==> src/rtl/sync_read_pointer_status.sv <==
// sync_read_pointer_status: write-side Gray read-pointer synchroniser with fill level, full/almost_full and CDC fault flags
//   write_clk, write_reset      : write-domain clock, synchronous active-high reset
//   read_pointer                : Gray read pointer from the read domain (asynchronous)
//   write_pointer_bin           : local binary write pointer
//   error_clear                 : clears sticky gray_error / level_error (a new fault wins)
//   write_to_read_pointer       : synchronised Gray pointer (last chain stage)
//   read_pointer_bin            : registered binary form of write_to_read_pointer
//   update_pulse                : synchronised pointer changed since the previous sample
//   fill_level, full, almost_full : registered together from one subtraction
//   gray_error, level_error     : sticky CDC integrity flags
module sync_read_pointer_status #(
  parameter int address_size       = 3,
  parameter int SYNC_STAGES        = 2,
  parameter int ALMOST_FULL_MARGIN = 1
) (
  input  logic                    write_clk,
  input  logic                    write_reset,
  input  logic [address_size:0]   read_pointer,
  input  logic [address_size:0]   write_pointer_bin,
  input  logic                    error_clear,
  output logic [address_size:0]   write_to_read_pointer,
  output logic [address_size:0]   read_pointer_bin,
  output logic                    update_pulse,
  output logic [address_size:0]   fill_level,
  output logic                    full,
  output logic                    almost_full,
  output logic                    gray_error,
  output logic                    level_error
);
  localparam int W = address_size + 1;
  localparam int DEPTH = 1 << address_size;
  localparam logic [W-1:0] DEPTH_W = W'(DEPTH);
  localparam logic [W-1:0] AF_W = W'(DEPTH - ALMOST_FULL_MARGIN);
  if (SYNC_STAGES < 2 || SYNC_STAGES > 4) begin : g_bad_stages
    $error("SYNC_STAGES must be in 2..4");
  end
  if (ALMOST_FULL_MARGIN < 0 || ALMOST_FULL_MARGIN >= DEPTH) begin : g_bad_margin
    $error("ALMOST_FULL_MARGIN must be in 0..DEPTH-1");
  end
  logic [W-1:0] stage_q [SYNC_STAGES];
  logic [W-1:0] prev_gray_q, rbin_q, fill_q;
  logic         update_q, full_q, almost_full_q, gray_err_q, level_err_q;
  logic [W-1:0] sync_gray, rbin_d, diff_d;
  logic         gray_set_d, level_set_d;
  assign sync_gray = stage_q[SYNC_STAGES-1];
  always_comb begin
    rbin_d = '0;
    for (int k = 0; k < W; k++) rbin_d[k] = ^(sync_gray >> k);
    diff_d = write_pointer_bin - rbin_q;
    gray_set_d = $countones(sync_gray ^ prev_gray_q) > 1;
    level_set_d = diff_d > DEPTH_W;
  end
  always_ff @(posedge write_clk) begin
    if (write_reset) begin
      for (int i = 0; i < SYNC_STAGES; i++) stage_q[i] <= '0;
      prev_gray_q   <= '0;
      rbin_q        <= '0;
      update_q      <= 1'b0;
      fill_q        <= '0;
      full_q        <= 1'b0;
      almost_full_q <= 1'b0;
      gray_err_q    <= 1'b0;
      level_err_q   <= 1'b0;
    end else begin
      stage_q[0] <= read_pointer;
      for (int i = 1; i < SYNC_STAGES; i++) stage_q[i] <= stage_q[i-1];
      prev_gray_q   <= sync_gray;
      rbin_q        <= rbin_d;
      update_q      <= sync_gray != prev_gray_q;
      fill_q        <= diff_d;
      full_q        <= diff_d >= DEPTH_W;
      almost_full_q <= diff_d >= AF_W;
      gray_err_q    <= gray_set_d | (gray_err_q & ~error_clear);
      level_err_q   <= level_set_d | (level_err_q & ~error_clear);
    end
  end
  assign write_to_read_pointer = sync_gray;
  assign read_pointer_bin      = rbin_q;
  assign update_pulse          = update_q;
  assign fill_level            = fill_q;
  assign full                  = full_q;
  assign almost_full           = almost_full_q;
  assign gray_error            = gray_err_q;
  assign level_error           = level_err_q;
endmodule

==> config.mk <==
export PLATFORM = sky130hd
export DESIGN_NAME = sync_read_pointer_status
export DESIGN_NICKNAME = d
export VERILOG_FILES = /design/src/rtl/sync_read_pointer_status.sv
export SDC_FILE = /design/constraint.sdc
export NUM_CORES = 1
export LEC_CHECK = 0
export CORE_UTILIZATION = 40
export CTS_BUF_LIST = sky130_fd_sc_hd__clkbuf_8
export DETAILED_ROUTE_END_ITERATION = 10
export GPL_ROUTABILITY_DRIVEN = 0
export GPL_TIMING_DRIVEN = 0
export PLACE_DENSITY = 0.85
export SYNTH_ARGS = -nofsm -noshare
export SYNTH_HDL_FRONTEND = slang
export SYNTH_SLANG_ARGS = --single-unit
==> constraint.sdc <==
create_clock -name write_clk -period 1.6 [get_ports write_clk]
set_input_delay 0.16 -clock write_clk [delete_from_list [all_inputs] [get_ports write_clk]]
set_output_delay 0.16 -clock write_clk [all_outputs]
set_load 0.01 [all_outputs]
Word level (Yosys, flattened, before mapping)
Memories as Yosys holds them, arrays and structs flattened.
Cells that the tools add are included.
{"block": "totals", "regBits": 17, "ramBits": 8, "in_bits": 11, "mem_count": 1}
{"block": "classes", "add_sub_neg": 4, "n_lt_le_gt_ge": 4, "n_eq_ne": 1, "mux": 5, "bitwise": 8, "reduce_logical": 4}
{"memory": "stage_q", "depth": 2, "word_bits": 4, "rd": 2, "rd_ports_with_merged_regs": 0, "wr": 2, "line_no": "40", "text": "logic [W-1:0] stage_q [SYNC_STAGES];"}
{"cell": "$reduce_xor A4 Y1", "n": 4}
{"cell": "$mux W4", "n": 2}
{"cell": "$add A1 B1 Y2", "n": 2}
{"cell": "$ge A4 B3 Y1 const B", "n": 1}
{"cell": "$ge A4 B4 Y1 const B", "n": 1}
{"cell": "$gt A4 B4 Y1 const B", "n": 1}
{"cell": "$ne A4 B4 Y1", "n": 1}
{"cell": "$or A1 B1 Y1", "n": 4}
{"cell": "$sub A4 B4 Y4", "n": 1}
{"cell": "$xor A4 B4 Y4", "n": 1}
{"cell": "$add A2 B2 Y3", "n": 1}
{"cell": "$gt A3 B1 Y1 const B", "n": 1}
{"cell": "$mux W1", "n": 3}
{"cell": "$and A1 B1 Y1", "n": 2}
{"cell": "$not A1 Y1", "n": 1}

Longest topological paths before layout
{"block": "logic_depth", "depth_word": 5, "mapped_depth": 6, "mapped_depth_nobuf": 6}

Worst setup path after synthesis
OpenSTA, ideal clock, no wires.
{"block": "synth_timing", "kind": "reg2reg", "start": "register rbin_q[0], in the netlist read_pointer_bin[0]", "end": "register almost_full_q, in the netlist almost_full", "arrival_time_ns": 1.491, "t_required_ns": 1.525, "setup_slack_ns": 0.034, "path_stages_with_launch": 6, "n_path_buf": 0, "path_cell_list": "dfxtp_1 > ha_1 > fa_1 > xor2_1 > or3_1 > a31oi_1"}
{"block": "synth_via", "elab_chain_len": 2}
{"item": "from (decl)", "line_no": "41", "text": "logic [W-1:0] prev_gray_q, rbin_q, fill_q;"}
{"item": "from (signal assigned)", "line_no": "68", "text": "rbin_q <= rbin_d;"}
{"item": "$sub A4 B4 Y4", "line_no": "49", "text": "diff_d = write_pointer_bin - rbin_q;"}
{"item": "$ge A4 B3 Y1", "line_no": "72", "text": "almost_full_q <= diff_d >= AF_W;"}
{"item": "to (signal assigned)", "line_no": "61", "text": "almost_full_q <= 1'b0;"}
{"item": "to (signal assigned)", "line_no": "72"}
{"item": "to (decl)", "line_no": "42", "text": "logic update_q, full_q, almost_full_q, gray_err_q, level_err_q;"}
No other way between the ends.
A chain may end at the register's enable or synchronous reset.

Final worst setup path
Ends and elaborated chain as after synthesis.

==> results.md <==
- Outcome: complete, but fails checks
- Violated checks: setup timing
- Post-Synth XOR/XNOR Area: 10.1%
- # diodes: 0
- Die Span Y: 50.1 um
- H-tree depth: 1
- Cell-internal power: 0.000963 W
- Largest net degree at the start of global routing: 13
- DPL Wire Length: 1200 um
- WL final: 1720 um
- Total of max-cap violations: 0
- Clock-pin slew on the worst setup and hold paths: 0.08 ns
- Clock Skew: 0.00525 ns
- Slowest CP cell: fa_2
- Synth Area in Adders: 9.72%
- Vias per inst: 4.65
- # hold bufs at CTS: 0
- Chip width: 50.1 um
- Core Region: 0.00219 mm^2
- Nets: 136
- Fmax: 0.618 GHz
- CP bufs+invs: 0
- Crit path largest cell delay: 0.36 ns
- Share of layout cells above drive strength 1: 19.7%
- Vias in the first global route: 681
- Global-route wire length before repair: 2790 um
- Seq pwr share: 52.1%
- Post-DR wirelength/cell: 11.8 um
- Syn. warnings: 0
- CTS Buf Count: 3
- Slew headroom: 68.2%
- Full die area: 0.00251 mm^2
- WP data required: 1.79 ns
- Sequential share of the synthesized area: 51.8%
- CP Depth: 5
- Clk sinks: 24
- CP Class: flip-flop to flip-flop
- Number of cell rows: 17
- RR Endpoint: almost_full
- Reg2reg start: read_pointer_bin[0]
- DRC: 0
- FF+latch count, synth: 24
- Post-Layout Cell Count: 145
- Simple-Gate Fraction of Synth Area: 14.3%
- Syn nets: 103
- # port buffers: 27
- Yosys cell types: 21
- Design area: 0.00135 mm^2
- Final WS setup: -0.0185 ns
- Placed cell area: 0.00123 mm^2
- Synthesized area: 927 um^2
- Fin crit period: 1.62 ns
- CTS tree: done
- PD cells: 948 mW/mm^2
- Worst Setup SP: read_pointer_bin[0]
- Via count: 674
- CP Cell Sequence: ha_4 -> fa_2 -> xor2_2 -> or3_1 -> a31oi_2
- Cells after synthesis: 86
- Hold WC Path Type: input pin to flip-flop
- Cells on worst reg2reg path: 5
- Synth Area in Compound Gates: 6.34%
- R2R Setup Slk: -0.02 ns
- Drt pass-1 iters: 2
- Tcrit/Tclk final: 101%
- 1st-iter DRT viols: 3
- Main combinational cell family by area after synthesis: simple AND/OR/NAND/NOR gates
- Total grt overflow: 0
- CP Data Arrival Time: 1.80 ns
- Least-Margin Pin Slew: 0.478 ns
- Remaining antenna violation count: 0
- Comb power frac: 20.4%
- CTS root buf: clkbuf_8
- CP Capture Type: flip-flop
- Maximum VDD drop: 576 uV
- Hold Crit Start: write_pointer_bin[1]
- # IOs: 28
- CP top delay family: adder cells
- Clock Power Share: 27.5%
- Area Overhead vs Synth: 45.1%
- Tot GR Track Use: 15.4%
- Syn Area/Cell: 10.8 um^2
- Mux cell area share after synthesis: 0%
- Top fanout value on the critical path: 2
- Initial antenna violation count: 0
- Cells after DPL: 141
- NetSw: 0.000312 W
- # setup viols final: 1
- Worst-Skew Late Latency: 0.26 ns
- Sw frac: 24.5%
- Leak: 0.567 nW
- Max-slew violations: 0
- Starting Density: 42.3%
- Fin. Hold Viols: 0
- Crit path capture: almost_full
- CTS Buffer Depth: 2
- Critical Path Start Type: flip-flop
- RSZ-0062 raised after global routing: true
-- power groups by stage --
stage / Clock (W) / Combinational, W / Sequential [W]
4_1_cts: 0.000353 / 0.000251 / 0.000663
2_1_floorplan: 0 / 0.000103 / 0.000688
6_report: 0.000350 / 0.000260 / 0.000664
3_3_place_gp: 0 / 0.000227 / 0.000673
5_1_grt: 0.000375 / 0.000284 / 0.000669
3_5_place_dp: 0 / 0.000235 / 0.000674
-- logic make-up (layout without fill, tap and decap cells) --
logic type,after synthesis,after routing
xor+xnor,9,9
flops,24,24
simple gates,24,24
buf+inv,14,45
compound gates,9,9
fa+ha+maj,6,6
-- state kept, by name, indices dropped and copies added, names as in the netlist --
name,cells
prev_gray_q,4
stage_q,8
gray_error,1
almost_full,1
level_error,1
fill_level,4
update_pulse,1
full,1
read_pointer_bin,3
-- tightest hold or removal path: cells and delay by family --
kind | cells | cell delay (ns)
and+or+nand+nor | 1 | 0.05
adders and majority gates | 1 | 0.23
buffers and inverters | 2 | 0.22
-- layer usage --
| layer | GRT usage (%) | share of wire, % | routed length, um | vias to the layer above |
|---|---|---|---|---|
| met4 | 11.4 | 3.1 | 53 | 0 |
| met3 | 1.82 | 4.2 | 72 | 5 |
| met5 | 0 | 0 | 0 | - |
| li1 | - | - | - | 328 |
| met1 | 16.6 | 41 | 707 | 319 |
| met2 | 27.1 | 52 | 884 | 22 |
-- cell usage after synthesis --
cell	number	share of area, %
a21o_1	1	0.81
a21oi_1	4	2.2
a221oi_1	1	0.94
a31oi_1	2	1.3
a41o_1	1	1.1
buf_4	5	4.0
clkbuf_1	2	0.81
dfxtp_1	24	52
fa_1	2	4.3
ha_1	4	5.4
inv_1	7	2.8
nand2b_1	1	0.68
nand3_1	1	0.54
nand3b_1	1	0.81
nor2_1	8	3.2
nor2b_1	11	7.4
nor2b_2	1	0.94
or3_1	1	0.68
xnor2_1	3	2.8
xnor3_2	1	2.6
xor2_1	5	4.7
-- timing repair --
| item | in CTS | in global routing |
|---|---|---|
| pin swaps | 5 | 4 |
| setup endpoints to repair | 3 | 3 |
| endpoints found under the hold margin | 0 | 0 |
| resized for setup | 9 | 6 |
| buffers inserted | 1 | 0 |
-- final cells by class --
type | instances | area (um^2)
Multi-Input combinational cell | 48 | 433
Tap cell | 28 | 35.0
Inverter | 7 | 26.3
Buffer | 7 | 45.0
Sequential cell | 24 | 485
Clock buffer | 3 | 41.3
Fill cell | 177 | 846
Timing Repair Buffer | 28 | 279
-- worst min path at each step --
stage | endpoint | slack, ns | cells past startpoint
4_1_cts | stage_q[0][3] | 0.44 | 2
5_1_grt | stage_q[0][3] | 0.45 | 2
3_3_place_gp | stage_q[0][4] | 0.42 | 1
2_1_floorplan | stage_q[0][0] | 0.23 | 1
3_5_place_dp | stage_q[0][6] | 0.43 | 1
6_report | fill_level[1] | 0.43 | 4
-- per-stage QoR --
stage / power, W / utilization, % / hold slack, ns / setup slack [ns] / setup TNS (ns)
finish: 0.00127 / 61.4 / 0.429 / -0.0185 / -0.0185
global placement: 0.000899 / 56.3 / 0.419 / -0.339 / -0.613
floorplan: 0.000791 / - / 0.232 / 0.0337 / 0
CTS: 0.00127 / 60.3 / 0.436 / -0.0678 / -0.0678
detailed placement: 0.000910 / 56.3 / 0.425 / -0.433 / -0.874
global route: 0.00133 / 61.4 / 0.449 / -0.0465 / -0.0705
-- placed cells by master, fill, tap and decap left out, types with 2 or more instances in the layout --
cell             Yosys  layout
nor2b_1             11      11
clkbuf_8             0       3
dfxtp_2              0       4
a21oi_1              4       4
dfxtp_1             24      20
buf_4                5       6
ha_1                 4       3
nor2_1               8       8
inv_1                7       7
clkdlybuf4s50_1      0      25
xor2_2               0       3
clkbuf_1             2       2
xnor2_1              3       2
xor2_1               5       2
(Power assumes the default switching activity.)
